--- src/rtl/cpu15_pkg.sv ---
// Shared cpu15 register-path definitions: widths, write-back buffer states
// and register-number constants.
package cpu15_pkg;

  localparam int REG_W     = 16;
  localparam int REG_NUM_W = 3;

  typedef enum logic {
    WB_EMPTY = 1'b0,
    WB_FULL  = 1'b1
  } wb_state_e;

  localparam logic [REG_NUM_W-1:0] R0 = 3'd0;
  localparam logic [REG_NUM_W-1:0] R1 = 3'd1;
  localparam logic [REG_NUM_W-1:0] R2 = 3'd2;
  localparam logic [REG_NUM_W-1:0] R3 = 3'd3;
  localparam logic [REG_NUM_W-1:0] R4 = 3'd4;
  localparam logic [REG_NUM_W-1:0] R5 = 3'd5;
  localparam logic [REG_NUM_W-1:0] R6 = 3'd6;
  localparam logic [REG_NUM_W-1:0] R7 = 3'd7;

endpackage

--- src/rtl/reg_wb_buf.sv ---
// One-entry result buffer between execute and write-back, with a REQ/ACK
// capture handshake and a pop that empties it on the write-back phase.
module reg_wb_buf
  import cpu15_pkg::*;
#(
  parameter int DATA_W = REG_W
) (
  input  logic                 clk,
  input  logic                 rst_n,
  input  logic                 req,
  input  logic [REG_NUM_W-1:0] req_n,
  input  logic [DATA_W-1:0]    req_data,
  input  logic                 pop,
  output logic                 ack,
  output logic                 buf_valid,
  output logic [REG_NUM_W-1:0] buf_n,
  output logic [DATA_W-1:0]    buf_data
);

  wb_state_e state;
  wb_state_e state_next;
  logic      capture;

  always_ff @(posedge clk or negedge rst_n) begin
    if (!rst_n) begin
      state <= WB_EMPTY;
      ack   <= 1'b0;
    end else begin
      state <= state_next;
      ack   <= capture;
    end
  end

  // Capture is gated by ack so a REQ still held during the ACK cycle is never
  // taken twice, even if the entry was already popped on that same edge.
  always_comb begin
    state_next = state;
    capture    = 1'b0;
    case (state)
      WB_EMPTY: begin
        if (req && !ack) begin
          capture    = 1'b1;
          state_next = WB_FULL;
        end
      end
      WB_FULL: begin
        if (pop) state_next = WB_EMPTY;
      end
      default: state_next = WB_EMPTY;
    endcase
  end

  always_ff @(posedge clk or negedge rst_n) begin
    if (!rst_n) begin
      buf_n    <= '0;
      buf_data <= '0;
    end else if (capture) begin
      buf_n    <= req_n;
      buf_data <= req_data;
    end
  end

  assign buf_valid = (state == WB_FULL);

endmodule

--- src/rtl/reg_wb.sv ---
// cpu15 write-back stage: buffered result capture, 8-entry register file
// and per-register busy scoreboard for decode.
module reg_wb
  import cpu15_pkg::*;
#(
  parameter int DATA_W = REG_W,
  parameter int N_REGS = 8
) (
  input  logic                 CLK,
  input  logic                 RESET_N,
  input  logic                 WB_PHASE,
  input  logic                 WB_REQ,
  input  logic [REG_NUM_W-1:0] N_REG_IN,
  input  logic [DATA_W-1:0]    DATA_IN,
  output logic                 WB_ACK,
  input  logic                 LOCK_SET,
  input  logic [REG_NUM_W-1:0] N_LOCK,
  output logic [N_REGS-1:0]    BUSY,
  output logic [DATA_W-1:0]    REG_0,
  output logic [DATA_W-1:0]    REG_1,
  output logic [DATA_W-1:0]    REG_2,
  output logic [DATA_W-1:0]    REG_3,
  output logic [DATA_W-1:0]    REG_4,
  output logic [DATA_W-1:0]    REG_5,
  output logic [DATA_W-1:0]    REG_6,
  output logic [DATA_W-1:0]    REG_7
);

  // The register index is 3 bits wide, so the file size cannot change.
  if (N_REGS != 8) begin : g_bad_n_regs
    $error("reg_wb: N_REGS must be 8");
  end

  logic                 buf_valid;
  logic [REG_NUM_W-1:0] buf_n;
  logic [DATA_W-1:0]    buf_data;
  logic                 write_en;
  logic [DATA_W-1:0]    regs [N_REGS];
  logic [N_REGS-1:0]    busy;
  logic [N_REGS-1:0]    busy_next;

  reg_wb_buf #(
    .DATA_W(DATA_W)
  ) u_buf (
    .clk      (CLK),
    .rst_n    (RESET_N),
    .req      (WB_REQ),
    .req_n    (N_REG_IN),
    .req_data (DATA_IN),
    .pop      (WB_PHASE),
    .ack      (WB_ACK),
    .buf_valid(buf_valid),
    .buf_n    (buf_n),
    .buf_data (buf_data)
  );

  assign write_en = buf_valid && WB_PHASE;

  always_ff @(posedge CLK or negedge RESET_N) begin
    if (!RESET_N) begin
      for (int i = 0; i < N_REGS; i++) regs[i] <= '0;
    end else if (write_en) begin
      regs[buf_n] <= buf_data;
    end
  end

  // A reservation on the same edge as a write to that register wins: it
  // belongs to a newer instruction than the result being retired.
  always_comb begin
    busy_next = busy;
    if (write_en) busy_next[buf_n] = 1'b0;
    if (LOCK_SET) busy_next[N_LOCK] = 1'b1;
  end

  always_ff @(posedge CLK or negedge RESET_N) begin
    if (!RESET_N) busy <= '0;
    else          busy <= busy_next;
  end

  assign BUSY  = busy;
  assign REG_0 = regs[0];
  assign REG_1 = regs[1];
  assign REG_2 = regs[2];
  assign REG_3 = regs[3];
  assign REG_4 = regs[4];
  assign REG_5 = regs[5];
  assign REG_6 = regs[6];
  assign REG_7 = regs[7];

endmodule

--- config.mk ---
export PLATFORM = sky130hd
export DESIGN_NAME = reg_wb
export DESIGN_NICKNAME = d
export VERILOG_FILES = /design/src/rtl/cpu15_pkg.sv /design/src/rtl/reg_wb_buf.sv /design/src/rtl/reg_wb.sv
export SDC_FILE = /design/constraint.sdc
export NUM_CORES = 1
export LEC_CHECK = 0
export BUFFER_PORTS_ARGS = -buffer_cell sky130_fd_sc_hd__buf_4
export CAP_MARGIN = 20
export CORE_MARGIN = 3
export CORE_UTILIZATION = 47
export CTS_BUF_LIST = sky130_fd_sc_hd__clkbuf_16
export CTS_CLUSTER_DIAMETER = 50
export DETAILED_ROUTE_END_ITERATION = 10
export PLACE_DENSITY = 0.76
export REMOVE_ABC_BUFFERS = 1
export SETUP_SLACK_MARGIN = 0.4
export SLEW_MARGIN = 20
export SYNTH_ARGS = -nofsm -noshare
export SYNTH_HDL_FRONTEND = slang
export SYNTH_HIERARCHICAL = 1
export SYNTH_SLANG_ARGS = --single-unit
--- constraint.sdc ---
create_clock -name CLK -period 1.6 [get_ports CLK]
set_input_delay 0.32 -clock CLK [delete_from_list [all_inputs] [get_ports CLK]]
set_output_delay 0.32 -clock CLK [all_outputs]
set_load 0.05 [all_outputs]
After elaboration in Yosys (flattened, before gate mapping)
Cells that the tools add are included.
{ "word_totals": {"ff_bits": 157} }
{ "op_classes": {"magnitude_cmp": 6, "mux": 13, "n_bitwise": 5, "n_reduce_logical": 6} }
{ "ops": {"columns": ["op", "n"], "rows": [
  ["$bwmux 128", 1],
  ["$demux 16 s3", 1],
  ["$mux 16", 1],
  ["$mux 8", 2],
  ["$and 8x8->8", 1],
  ["$lt 3x4->1 const B", 2],
  ["$not 8->8", 1],
  ["$or 8x8->8", 1],
  ["$demux 1 s3", 2],
  ["$ge 3x1->1 const B", 2],
  ["$logic_and 1x1->1", 5],
  ["$mux 1", 5],
  ["$ge 4x4->1 const B", 1],
  ["$lt 4x1->1 const B", 1],
  ["$not 3->4", 1],
  ["$pmux 1 s2", 1],
  ["$logic_not 1->1", 1],
  ["$not 1->1", 1]
]} }

Depth between registers and ports, before layout
{ "logic_depth": {"word_depth": 9, "mapped_depth": 5, "mapped_depth_nobuf": 3} }

Modules after synthesis
The synthesis kept the hierarchy.
{ "by_module_without_submodules": {"columns": ["mod", "instances", "cells_per_inst", "area_per_inst_um2", "seq_area_each_um2"], "rows": [
  ["reg_wb", 1, 310, 5232.5, 3403.3],
  ["reg_wb_buf", 1, 45, 792.0, 525.5]
]} }

Worst setup path after synthesis
OpenSTA, ideal clock, no wires.
{ "synth_path": {"kind": "register to register", "from": "register u_buf.state (netlist: u_buf/buf_valid)", "to": "register regs, in the netlist REG_0[0]", "setup_time_ns": 0.125, "arrival_ns": 1.509, "t_required_ns": 1.475, "setup_slack_ns": -0.034, "path_stages_with_launch": 6, "n_path_buf": 2, "path_cell_list": "dfrtp_1 nand3b_4 or3_1 buf_6 buf_12 mux2_4"} }
{ "synth_via": {"elab_chain_cells": 1} }
{ "synth_rtl": {"columns": ["item", "line_no", "text"], "rows": [
  ["start: declaration", "reg_wb_buf.sv:20", "wb_state_e state;"],
  ["start signal: assignment", "reg_wb_buf.sv:29", "state <= state_next;"],
  ["$logic_and 1x1->1", "reg_wb.sv:57", "assign write_en = buf_valid && WB_PHASE;"],
  ["end signal: indexed assignment", "reg_wb.sv:63", "regs[buf_n] <= buf_data;"],
  ["end: declaration", "reg_wb.sv:38", "logic [DATA_W-1:0] regs [N_REGS];"]
]} }
No other way between the ends.
A chain may end at the register's enable or synchronous reset.

Final worst setup path
{ "layout_path": {"from": "register u_buf.buf_n[2]", "to": "register regs, in the netlist REG_2[14]"} }
{ "layout_via": {"elab_chain_cells": 6} }
{ "layout_rtl": {"columns": ["item", "line_no", "text"], "rows": [
  ["start: declaration", "reg_wb_buf.sv:16", "output logic [REG_NUM_W-1:0] buf_n,"],
  ["start signal: assignment", "reg_wb_buf.sv:58", "buf_n <= req_n;"],
  ["$not 3->4 (not written as such) *", "reg_wb.sv:63", null],
  ["$ge 4x4->1 (not written as such) or $lt 4x1->1 (tied branches)", "reg_wb.sv:63", null],
  ["$logic_and 1x1->1 (not written as such)", "reg_wb.sv:63", null],
  ["$mux 16 (not written as such)", "reg_wb.sv:63", null],
  ["$demux 16 s3 *", "reg_wb.sv:63", null],
  ["$bwmux 128 *", "reg_wb.sv:63", null]
]} }
Mark *: on every way between the ends. The rest lies on a longest branch, timed or not.

==> qor.csv <==
stage,metric,value,unit
status,outcome,"finished, violations left",
status,failing checks,negative setup slack,
finish,fin cells,824,
clock_tree,CTS root buf,clkbuf_16,
placement,post-placement cell count,703,
finish,share of cells above drive strength 1,72.7,%
grt,first-pass GRT wire length,26000,microns
clock_tree,CTS Buffer Depth,2,
grt,total grt overflow,0,
sta,fin crit period,1.62,ns
critical_path,Max Fanout on Critical Path,5,
grt,largest net degree at the start of global routing,46,
routing,vias per inst,5.20,
finish,fin util,82.3,%
critical_path,crit start category,flop,
routing,final WL,19500,microns
floorplanning,Die Ht,119,microns
floorplanning,Std-Cell Core Area,0.0123,sq mm
sta,Final setup viols,12,
clock_tree,clk sink count,157,
floorplanning,Initial Util,49.1,%
sta,Worst-Margin Slew,0.479,ns
critical_path,"Data arrival, critical path",1.92,ns
sta,Final WS setup,-0.0156,ns
routing,Initial DRC Count,284,
finish,"most common cell after layout, fill and taps aside",buf_6,
logic_synthesis,largest area contributor in the netlist,dfrtp_1,
logic_synthesis,post-synthesis sequential area ratio,65.2,%
floorplanning,Top-Level Pins,164,
critical_path,CP Capture Point,REG_2[14]$_DFFE_PN0P_,
logic_synthesis,mean post-synth cell area,17.0,sq um
clock_tree,CTS tree,yes,
critical_path,CP Capture Type,flop,
finish,area grow syn2layout,67.6,%
clock_tree,"Reg clk slew, reported paths",0.06,ns
critical_path,Crit Path Category,flop to flop,
critical_path,CP Data Required Time,1.90,ns
sta,Fmax achieved,619,MHz
critical_path,R2R cell count,6,
logic_synthesis,"Cell Area, Synth",0.00602,sq mm
routing,drt pass-1 iters,4,
routing,DR WL/cell,23.7,microns
job,Max Cap Viol,0,
placement,GP Congestion,0.827,
sta,fin crit share,101,%
placement,dpl hpwl,10800,microns
grt,All-Layer GR Usage,24.3,%
floorplanning,die area,0.0142,sq mm
sta,RSZ-0062 raised after global routing,yes,
logic_synthesis,Synth area leaders,"dfrtp_1, mux2_2, mux2_4",
placement,IO buf count,163,
floorplanning,site row count,40,
clock_tree,clk_lat worst skew,0.42,ns
grt,antenna violations before repair,0,
routing,drc violations,0,
finish,NumNets Final,673,
clock_tree,H-tree levels,4,
sta,Slew HR,68.1,%
finish,most frequent cells in the layout,"buf_6, dfrtp_1, buf_4",
critical_path,CP startpoint,u_buf/buf_n[2]$_DFFE_PN0P_,
grt,number of global-route vias before repair,4438,
logic_synthesis,Cells after Synth,355,
sta,Final Hold Fails,0,
min_path,Hold Crit Class,input port to flop,
routing,DRT antenna net count,0,
sta,final slew viol count,0,
routing,routed vias,4285,
logic_synthesis,Synth cell types,22,
sta,Worst Clk Skew,0.00941,ns
logic_synthesis,"FF+latch count, synth",157,
finish,antenna fix cells,0,
critical_path,flop2flop setup slack,-0.02,ns
logic_synthesis,Syn. warnings,6,
floorplanning,Die Width,119,microns
critical_path,Worst R2R End,REG_2[14]$_DFFE_PN0P_,
clock_tree,TritonCTS Buffers,17,
logic_synthesis,post-synth top area share,65.2,%
critical_path,r2r startpoint,u_buf/buf_n[2]$_DFFE_PN0P_,
[final cells by class]
cell class | instances | area (sq um)
flip-flops and latches | 157 | 3930
repair buffers | 284 | 2940
multi-input cells | 185 | 2380
fillers | 614 | 2170
clock buffers | 17 | 425
well taps | 168 | 210
clock inverters | 12 | 205
inverters | 1 | 3.75
[routing by layer]
metal  track usage [%]  up-vias  wire [microns]  part of all wire (%)
li1                  -     1833               -                     -
met1              29.8     2240            7490                    38
met2              41.5      161           10300                    53
met3              6.08       51            1040                   5.3
met4              9.05        0             625                   3.2
met5                 0        -               0                     0
[cells in the mapped netlist (all sizes together)]
cell type,n
nand3,2
a32o,1
inv,1
a21o,1
nor2,7
a22o,1
or3,2
o21ai,9
mux2,147
buf,12
nand2,6
nand3b,1
nor3b,1
nand2b,6
nor2b,1
dfrtp,157
[sequential cells by signal, summed over array words and instances (netlist names), 3 cells and up]
signal,flops
REG_4,16
REG_1,16
REG_2,16
REG_3,16
REG_0,16
BUSY,8
u_buf/buf_n,3
REG_6,16
REG_5,16
REG_7,16
u_buf/buf_data,16
[worst min path at each step]
stage	depth (start not counted)	end	start
finish	2	u_buf/buf_data[3]$_DFFE_PN0P_	DATA_IN[3]
CTS	2	u_buf/buf_data[3]$_DFFE_PN0P_	DATA_IN[3]
detailed placement	1	REG_1[1]$_DFFE_PN0P_	RESET_N
global placement	1	REG_1[1]$_DFFE_PN0P_	RESET_N
global route	2	u_buf/buf_data[3]$_DFFE_PN0P_	DATA_IN[3]
floorplan	0	BUSY[0]$_DFF_PN0_	RESET_N
[worst max-delay path, cell delays in order, from the launching register on]
cell and delay, ns:
dfrtp_1 0.42, nand3b_4 0.19, buf_6 0.14, nor2_4 0.16, buf_12 0.14, buf_12 0.13
mux2_4 0.30
[kinds of logic after synthesis]
family	after synthesis	synth area share (%)
muxes	147	28.6
DFF	157	65.2
and+or+nand+nor	26	3.01
buffers and inverters	13	1.97
AOI/OAI and AO/OA	12	1.20
[repair_timing]
| item | 4_1_cts | 5_1_grt |
|---|---|---|
| hold buffers | 1 | 0 |
| hold endpoints to repair | 41 | 0 |
| pin swaps | 1 | 4 |
| cloned | 1 | 2 |
| buffers inserted | 42 | 46 |
| resized for setup | 176 | 121 |
| endpoints found under the setup margin | 286 | 293 |
[per-stage QoR]
step                      hold slack, ns  area (sq um)  TNS [ns]  setup WS [ns]
after global routing               0.115         10100    -0.559        -0.0338
after detailed placement           0.297          7640    -0.502        -0.0642
after global placement             0.288          7640    -0.419        -0.0474
final                              0.128         10100   -0.0993        -0.0156
after floorplan                   0.0244          5910     -8.32         -0.176
after CTS                          0.116          9300         0         0.0518
Power is left out: the tool's default activity adds up to more than one toggle a clock period on the data nets, which glitch-free logic cannot reach.
